File: src/rtl/t05_stage_sequencer.sv
// ============================================================================
// t05_stage_sequencer
// ----------------------------------------------------------------------------
// Top-level controller for the team_05 Huffman compression pipeline. Walks the
// stages (histogram, least-frequency sort, tree build, codebook/path
// generation, translation) by broadcasting the active stage number on
// en_state and advancing when that stage reports completion on fin_state.
// Every stage is guarded by a watchdog. Protocol violations are latched into
// sticky error fields. Per-stage and per-run cycle counts are kept for
// bring-up and profiling.
//
// Parameters:
//   STAGE_TIMEOUT - maximum cycles a stage may hold en_state (2 .. 2^32-1)
//   LAST_STAGE    - number of the final stage; its completion code is
//                   LAST_STAGE+1
//
// Ports:
//   clk          in   clock
//   rst          in   asynchronous reset, active-high
//   start        in   request a run (honoured only in IDLE or ERROR)
//   abort        in   cancel the run, return to IDLE without done
//   fin_state    in   [3:0] completion code from the active stage (k -> k+1)
//   en_state     out  [3:0] active-stage select, 0 = no stage enabled
//   busy         out  high while a stage is enabled
//   done         out  one-cycle pulse when the last stage completes
//   error        out  sticky error flag
//   err_stage    out  [3:0] stage active when the error was raised
//   err_code     out  [1:0] 01 = watchdog timeout, 10 = illegal fin_state
//   stage_cycles out  [31:0] cycle count of the most recently completed stage
//   total_cycles out  [31:0] busy cycles of the current/last run, saturating
// ============================================================================
module t05_stage_sequencer #(
    parameter logic [31:0] STAGE_TIMEOUT = 32'd1_048_576,
    parameter logic [3:0]  LAST_STAGE    = 4'd5
) (
    input  logic        clk,
    input  logic        rst,
    input  logic        start,
    input  logic        abort,
    input  logic [3:0]  fin_state,
    output logic [3:0]  en_state,
    output logic        busy,
    output logic        done,
    output logic        error,
    output logic [3:0]  err_stage,
    output logic [1:0]  err_code,
    output logic [31:0] stage_cycles,
    output logic [31:0] total_cycles
);

    typedef enum logic [1:0] {
        IDLE  = 2'd0,
        RUN   = 2'd1,
        ERROR = 2'd2
    } state_t;

    localparam logic [1:0] CODE_NONE     = 2'b00;
    localparam logic [1:0] CODE_TIMEOUT  = 2'b01;
    localparam logic [1:0] CODE_ILLEGAL  = 2'b10;
    localparam logic [31:0] WATCHDOG_MAX = STAGE_TIMEOUT - 32'd1;

    state_t      state, state_nxt;
    logic [31:0] cnt, cnt_nxt;
    logic [3:0]  en_nxt;
    logic        busy_nxt;
    logic        done_nxt;
    logic        error_nxt;
    logic [3:0]  err_stage_nxt;
    logic [1:0]  err_code_nxt;
    logic [31:0] stage_cycles_nxt;
    logic [31:0] total_nxt;

    logic [3:0]  expected_fin;
    logic [31:0] total_inc;

    // The active stage k signals completion with code k+1; any other non-zero
    // code while running is a protocol violation.
    assign expected_fin = en_state + 4'd1;

    // Run-length counter saturates rather than wrapping, so an overlong run
    // still reads as "very long" instead of a misleading small number.
    assign total_inc = (total_cycles == 32'hFFFF_FFFF) ? total_cycles
                                                        : total_cycles + 32'd1;

    // State and output registers. Every output is driven straight from a
    // flop so downstream stages never see combinational glitches on en_state.
    always_ff @(posedge clk or posedge rst) begin
        if (rst) begin
            state        <= IDLE;
            cnt          <= 32'd0;
            en_state     <= 4'd0;
            busy         <= 1'b0;
            done         <= 1'b0;
            error        <= 1'b0;
            err_stage    <= 4'd0;
            err_code     <= CODE_NONE;
            stage_cycles <= 32'd0;
            total_cycles <= 32'd0;
        end else begin
            state        <= state_nxt;
            cnt          <= cnt_nxt;
            en_state     <= en_nxt;
            busy         <= busy_nxt;
            done         <= done_nxt;
            error        <= error_nxt;
            err_stage    <= err_stage_nxt;
            err_code     <= err_code_nxt;
            stage_cycles <= stage_cycles_nxt;
            total_cycles <= total_nxt;
        end
    end

    // Next-state and next-output logic. Everything holds by default and done
    // defaults low so it can only ever be a single-cycle pulse.
    always_comb begin
        state_nxt        = state;
        cnt_nxt          = cnt;
        en_nxt           = en_state;
        busy_nxt         = busy;
        done_nxt         = 1'b0;
        error_nxt        = error;
        err_stage_nxt    = err_stage;
        err_code_nxt     = err_code;
        stage_cycles_nxt = stage_cycles;
        total_nxt        = total_cycles;

        case (state)
            IDLE: begin
                // abort wins over a simultaneous start; fin_state is stale here
                if (start && !abort) begin
                    state_nxt        = RUN;
                    en_nxt           = 4'd1;
                    busy_nxt         = 1'b1;
                    cnt_nxt          = 32'd0;
                    stage_cycles_nxt = 32'd0;
                    total_nxt        = 32'd0;
                end
            end

            ERROR: begin
                // Leaving ERROR by either path wipes the diagnostic fields.
                if (abort) begin
                    state_nxt     = IDLE;
                    error_nxt     = 1'b0;
                    err_stage_nxt = 4'd0;
                    err_code_nxt  = CODE_NONE;
                end else if (start) begin
                    state_nxt        = RUN;
                    en_nxt           = 4'd1;
                    busy_nxt         = 1'b1;
                    cnt_nxt          = 32'd0;
                    stage_cycles_nxt = 32'd0;
                    total_nxt        = 32'd0;
                    error_nxt        = 1'b0;
                    err_stage_nxt    = 4'd0;
                    err_code_nxt     = CODE_NONE;
                end
            end

            RUN: begin
                if (abort) begin
                    // Cancel outright: counters freeze at their current values.
                    state_nxt = IDLE;
                    en_nxt    = 4'd0;
                    busy_nxt  = 1'b0;
                end else begin
                    total_nxt = total_inc;
                    if (fin_state == expected_fin) begin
                        // Checked before the watchdog so a finish on the very
                        // last allowed cycle still counts as success.
                        stage_cycles_nxt = cnt + 32'd1;
                        cnt_nxt          = 32'd0;
                        if (en_state == LAST_STAGE) begin
                            state_nxt = IDLE;
                            en_nxt    = 4'd0;
                            busy_nxt  = 1'b0;
                            done_nxt  = 1'b1;
                        end else begin
                            en_nxt = en_state + 4'd1;
                        end
                    end else if (fin_state != 4'd0) begin
                        state_nxt     = ERROR;
                        en_nxt        = 4'd0;
                        busy_nxt      = 1'b0;
                        error_nxt     = 1'b1;
                        err_stage_nxt = en_state;
                        err_code_nxt  = CODE_ILLEGAL;
                    end else if (cnt == WATCHDOG_MAX) begin
                        // cnt counts from 0 in the first enabled cycle, so this
                        // fires at the end of the STAGE_TIMEOUT-th cycle.
                        state_nxt     = ERROR;
                        en_nxt        = 4'd0;
                        busy_nxt      = 1'b0;
                        error_nxt     = 1'b1;
                        err_stage_nxt = en_state;
                        err_code_nxt  = CODE_TIMEOUT;
                    end else begin
                        cnt_nxt = cnt + 32'd1;
                    end
                end
            end

            default: begin
                state_nxt = IDLE;
                en_nxt    = 4'd0;
                busy_nxt  = 1'b0;
            end
        endcase
    end

endmodule

File: config.mk
export PLATFORM = sky130hd
export DESIGN_NAME = t05_stage_sequencer
export DESIGN_NICKNAME = d
export VERILOG_FILES = /design/src/rtl/t05_stage_sequencer.sv
export SDC_FILE = /design/constraint.sdc
export NUM_CORES = 1
export LEC_CHECK = 0
export CORE_UTILIZATION = 50
export DETAILED_ROUTE_END_ITERATION = 10
export GPL_TIMING_DRIVEN = 0
export PLACE_DENSITY = 0.7
export REMOVE_ABC_BUFFERS = 1
export SLEW_MARGIN = 25
export SYNTH_ARGS = -nofsm -noshare
export SYNTH_HDL_FRONTEND = slang
export SYNTH_SLANG_ARGS = --single-unit
export TNS_END_PERCENT = 5
File: constraint.sdc
create_clock -name clk -period 4.5 [get_ports clk]
set_input_delay 0.9 -clock clk [delete_from_list [all_inputs] [get_ports clk]]
set_output_delay 0.9 -clock clk [all_outputs]
set_load 0.1 [all_outputs]
==> impl_metrics.toml, run 1 <==
[outcome]
status = "finished, final reports clean"

[worst_setup_path]
crit_required_ns = 4.78
r2r-end = "en_state[0]$_DFFE_PP0P_"
arrival_ns = 3.91
path_class = "input pin to flop"
critPathMaxFanout = 25
ff2ff_path_depth = 6
r2r_setup_slack_ns = 1.42
setup.worst_path.start_class = "input pin"
worstReg2RegStart = "state[0]$_DFFE_PP0P_"
endpoint_kind = "flop"

[synth]
synth-edff-count = 0
ys_top_cells_by_area = "dfrtp_1 (47%), o31ai_1 (5.3%), nand2_1 (5.1%)"
async_flop_share = 1.00
synth_area_per_cell_sq_um = 9.45
syn_inst = 620
synth_area_sq_um = 5860
synth_top_area_cell = "dfrtp_1"
ys_ff_latch = 111
yosysWarnings = 0
yosysUniqueCellTypes = 60
yosysSeqAreaShare = 0.474
ys.flop_type = "dfrtp_1"
yosys.area.top_type_share = 0.474

[run]
maxCapViolCount = 0

[clock_network]
clock_tree.root_cell = "clkbuf_16"
cts_setup_buffers = 0
worstSkewPairLatency_ns = 0.36
cts_made_buffers = 9
clk_pin_slew_worst_paths_ns = 0.07
cts_max_path_buffers = 2
ctsResizeCount = 0
cts_max_level = 3
hold_buffers = 0
cts.sinks = 111
cts_tree = "built"

[worst_hold_path]
min_from = "stage_cycles[7]$_DFFE_PP0P_"
hold_end = "stage_cycles[7]$_DFFE_PP0P_"
hp-class = "flop to flop"
worstHoldPathCells = 2

[final_layout]
antenna_cells = 0
areaGrowthSynthToFinish_pct = 21.2
fin_nets = 691
final_core_util = 0.622
drive_gt1_frac = 0.0716
fin_cells = 827

[global_route]
antenna_found_initial = 0
grt_pass1_wl_um = 22200
grt_pass1_vias = 4515
overflow = 0
grt_max_degree = 68
grt_use_total = 0.238

[routing]
drtAntennaViolNets = 0
num_vias = 4808
drt_iter0_drc = 197
via_per_inst = 5.81
drc = 0
wl_per_cell_um = 16.6
first_pass_iters = 4
routed_wl_um = 13700

[timing]
hold_violations = 0
worstMarginPinSlew_ns = 1.01
fmax_mhz = 276
slew-limit-headroom = 0.327
fin_skew_ns = 0.00724
worst_slack_ns = 0.873
timing.hold.ws_ns = 0.479
timing.final.crit_share = 0.806
setup_viol = 0
setup_tns_ns = 0
finalMaxSlewViolations = 0
fin_crit_ns = 3.63
rsz0062_at_grt = "false"

[die]
die_y_um = 110
core_sq_um = 11400
start_util = 0.513
die_area_sq_um = 12200
rows = 39
io_pins = 85
die_width_um = 110

[power]
power_density_nw_per_um2 = 397
power.leakage_nw = 2.72
ir_drop_uv = 419

[placed_design]
port_buffers = 84
place.gp.congestion = 0.817
dp.cells = 811
dp_hpwl_um = 9180
dp_slack_ns = 0.196
==> layout by cell type, fill, tap and decap left out, drive strengths merged, types with 2 or more instances in the layout <==
cell type and instances:
nand2b 4, a21o 6, o21ai 48, nor3b 2, a21oi 21, or4 2
inv 16, nand3 26, nor4 12, o41ai 2, ha 4, nor2 37
nor2b 2, bufinv 2, a41oi 2, o31ai 41, nand4 20, a31oi 8
or3 20, o311ai 2, and3 6, clkdlybuf4s50 84, nor3 23, and2 4
nand2 81, or2 5, xnor2 33, a2bb2oi 2, dfrtp 111, xor2 19
clkbuf 10, and4 4, clkinv 3, o211ai 10
==> cell families after synthesis <==
family / Yosys count / share of synthesized area
compound gates: 148 / 0.169
xor+xnor: 53 / 0.0818
fa+ha+maj: 4 / 0.00854
buf+inv: 53 / 0.0393
flops: 111 / 0.474
mux: 1 / 0.00171
simple gates: 250 / 0.226
==> per-stage QoR <==
stage | total power, mW | cell area (sq um)
floorplan | 1.71 | 5690
global route | 2.94 | 7110
detailed placement | 1.95 | 6760
finish | 2.82 | 7110
CTS | 2.84 | 7090
global placement | 1.93 | 6710
==> synth_stat cells, types with 2 or more instances <==
cell type  number
dfrtp_1       111
nand2_1        80
o21ai_0        44
o31ai_1        41
nor2_1         37
xnor2_1        33
nand3_1        24
a21oi_1        20
nor3_1         19
or3_1          19
xor2_1         19
clkbuf_1       18
nand4_1        18
inv_1          16
buf_2          13
o211ai_1       10
nor4_1          9
a31oi_1         8
a21o_1          6
and3_1          6
or2_2           5
and2_1          4
and4_1          4
ha_1            4
clkbuf_2        3
nand2b_1        3
nor3_2          3
o21ai_1         3
a2bb2oi_1       2
a41oi_1         2
nand3_2         2
nand4_2         2
nor2b_1         2
nor4_2          2
o41ai_1         2
or4_1           2
==> per-layer routing <==
| layer | track usage | up-vias | part of all wire |
|---|---|---|---|
| met5 | 0 | - | 0 |
| met4 | 0.0865 | 0 | 0.014 |
| met3 | 0.0382 | 11 | 0.046 |
| met2 | 0.382 | 111 | 0.48 |
| met1 | 0.325 | 2336 | 0.46 |
| li1 | - | 2350 | - |
==> flip-flops by register name, summed over array words and instances (netlist names) <==
register and cells:
cnt 32, stage_cycles 32, total_cycles 32, en_state 4, err_stage 4, err_code 2, state 2, busy 1
done 1, error 1
==> layout make-up <==
class	count	area (sq um)
clock inverters	6	93.8
inverters	16	65.1
repair buffers	85	868
well taps	143	179
clock buffers	10	239
multi-input cells	456	2880
flip-flops and latches	111	2780
fillers	994	4310
==> worst max path at each step <==
stage	start	slack (ns)	cells past startpoint	end
after floorplan	rst	0.67	1	busy$_DFFE_PP0P_
after detailed placement	fin_state[0]	0.20	6	cnt[27]$_DFFE_PP0P_
final	fin_state[1]	0.87	6	cnt[27]$_DFFE_PP0P_
after global placement	rst	-0.98	2	stage_cycles[23]$_DFFE_PP0P_
after CTS	fin_state[0]	0.54	6	cnt[27]$_DFFE_PP0P_
after global routing	fin_state[0]	0.72	6	cnt[27]$_DFFE_PP0P_
==> report_power, final <==
part           leakage, nW  total, mW  internal, mW  switching, mW
sequential            1.54       1.10          1.05         0.0568
combinational         1.03      0.833         0.178          0.655
clock                0.159      0.886         0.506          0.380
==> worst max-delay path, stage by stage <==
cell	delay, ns
clkdlybuf4s50_1	0.47
or4_1	0.64
a31oi_2	0.63
nand3_2	0.65
or3_1	0.54
o21ai_0	0.08
(Power assumes the default switching activity.)
==> run 2: changes to the inputs <==
clock period = 3.5 ns   (was 4.5 ns; I/O delays follow)
==> run 2 against run 1 <==
Net effect:
- combinational power rose by 30%
- global-route usage rose by 0.051 points
- clock power rose by 29%
- design area rose by 0.11%
- sequential cell count did not move
- non-clock buffer count did not move
- die area did not move
- power rose by 29%
- setup slack got worse by 0.56 ns
- via count fell by 0.52%
==> impl_metrics.toml, run 2 (synthesized netlist as in run 1, its figures left out) <==
[routing]
routed_wl_um = 13700
first_pass_iters = 5
num_vias = 4783
drc = 0
via_per_inst = 5.78
wl_per_cell_um = 16.6
drtAntennaViolNets = 0
drt_iter0_drc = 200

[clock_network]
cts_max_path_buffers = 2
cts_made_buffers = 9
cts.sinks = 111
hold_buffers = 0
cts_tree = "built"
worstSkewPairLatency_ns = 0.36
clock_tree.root_cell = "clkbuf_16"
clk_pin_slew_worst_paths_ns = 0.07
cts_max_level = 3
cts_setup_buffers = 0

[final_layout]
drive_gt1_frac = 0.0716
areaGrowthSynthToFinish_pct = 21.4
fin_cells = 827
mostFrequentLayoutCell = "dfrtp_1"
fin_nets = 691
antenna_cells = 0
multi_input_area_sq_um = 2890
top_regs = "cnt (32), stage_cycles (32), total_cycles (32)"
fill_cells = 994
final_cell_mix = "dfrtp_1 (111), clkdlybuf4s50_1 (84), nand2_1 (79)"
seq_area_sq_um = 2780

[global_route]
overflow = 0
grt_max_degree = 68
grt_pass1_wl_um = 22300
antenna_found_initial = 0
grt_pass1_vias = 4533
grt_use_total = 0.239

[timing]
hold_violations = 0
worst_slack_ns = 0.310
worstMarginPinSlew_ns = 1.01
fin_skew_ns = 0.00895
slew-limit-headroom = 0.327
fin_crit_ns = 3.19
setup_viol = 0
fmax_mhz = 313
finalMaxSlewViolations = 0
timing.final.crit_share = 0.911
rsz0062_at_grt = "false"
timing.hold.ws_ns = 0.479
setup_tns_ns = 0

[worst_setup_path]
crit_required_ns = 3.78
slowest_delay_ns = 0.65
cpMaxStageDelayCell = "a31oi_2"
cp_cell_sequence = "clkdlybuf4s50_1, or4_1, a31oi_2, nand3_4, or3_1, o21ai_0"
crit_family = "simple AND/OR/NAND/NOR gates"
path_class = "input pin to flop"
r2r_setup_slack_ns = 0.42
critPathMaxFanout = 25
endpoint_kind = "flop"
setup.worst_path.start_class = "input pin"
arrival_ns = 3.47
path_buf_inv = 1

[run]
maxCapViolCount = 0

[power]
p_switching_mw = 1.41
swShare = 0.388
p_int_mw = 2.22
pwr-share-seq = 0.390
power_frac_comb = 0.296
power_density_nw_per_um2 = 511
ir_drop_uv = 539
power.leakage_nw = 2.72
total_power_mw = 3.64
p_clk_frac = 0.314

[outcome]
status = "finished, final reports clean"

[die]
start_util = 0.513
core_sq_um = 11400
die_area_sq_um = 12200
die_width_um = 110
die_y_um = 110
rows = 39
io_pins = 85

[worst_hold_path]
hp-class = "flop to flop"

[placed_design]
dp.cells = 811
port_buffers = 84
place.gp.congestion = 0.817
dp_hpwl_um = 9180
dp_slack_ns = -0.604
run 2: per-layer routing:
layer / GRT usage / up-vias / wire length, um
met5: 0 / - / 0
met4: 0.0865 / 0 / 189
met3: 0.0382 / 11 / 595
met2: 0.386 / 104 / 6600
met1: 0.323 / 2319 / 6320
li1: - / 2349 / -
run 2: path summary, 6_finish.rpt:
path | from | to | cells after the start
max reg2reg | state[0]$_DFFE_PP0P_ | en_state[0]$_DFFE_PP0P_ | 6
min | stage_cycles[0]$_DFFE_PP0P_ | stage_cycles[0]$_DFFE_PP0P_ | 2
max | fin_state[1] | cnt[27]$_DFFE_PP0P_ | 6
max in group asynchronous | rst | total_cycles[7]$_DFFE_PP0P_ | 3
min in group asynchronous | rst | stage_cycles[13]$_DFFE_PP0P_ | 2
min reg2reg | stage_cycles[0]$_DFFE_PP0P_ | stage_cycles[0]$_DFFE_PP0P_ | 2
run 2: area by class of cell:
cell class              instances  area share
inverters                      16     0.00915
clock buffers                  10      0.0336
repair buffers                 85       0.122
clock inverters                 6      0.0132
flip-flops and latches        111       0.390
multi-input cells             456       0.406
well taps                     143      0.0251
run 2: tightest hold or removal path, stage by stage (launching register included):
cell and delay [ns]:
dfrtp_1 0.34, nand2_1 0.04, o21ai_0 0.06
run 2: per-stage QoR:
stage | util | cell area [sq um]
after floorplan | - | 5690
after global placement | 0.588 | 6710
after detailed placement | 0.592 | 6760
after CTS | 0.622 | 7100
after global routing | 0.623 | 7110
final | 0.623 | 7110
run 2: timing repair:
action / 4_1_cts / 5_1_grt
cloned: 0 / 0
setup endpoints to repair: 28 / 4
pin swaps: 0 / 0
gates resized for setup: 2 / 1
endpoints found under the hold margin: 0 / 0
run 2: power by group through the flow:
stage	registers (mW)	logic [mW]	clock network, mW
finish	1.42	1.08	1.14
global route	1.43	1.15	1.21
CTS	1.42	1.08	1.16
detailed placement	1.44	1.07	0
global placement	1.44	1.04	0
floorplan	1.81	0.393	0
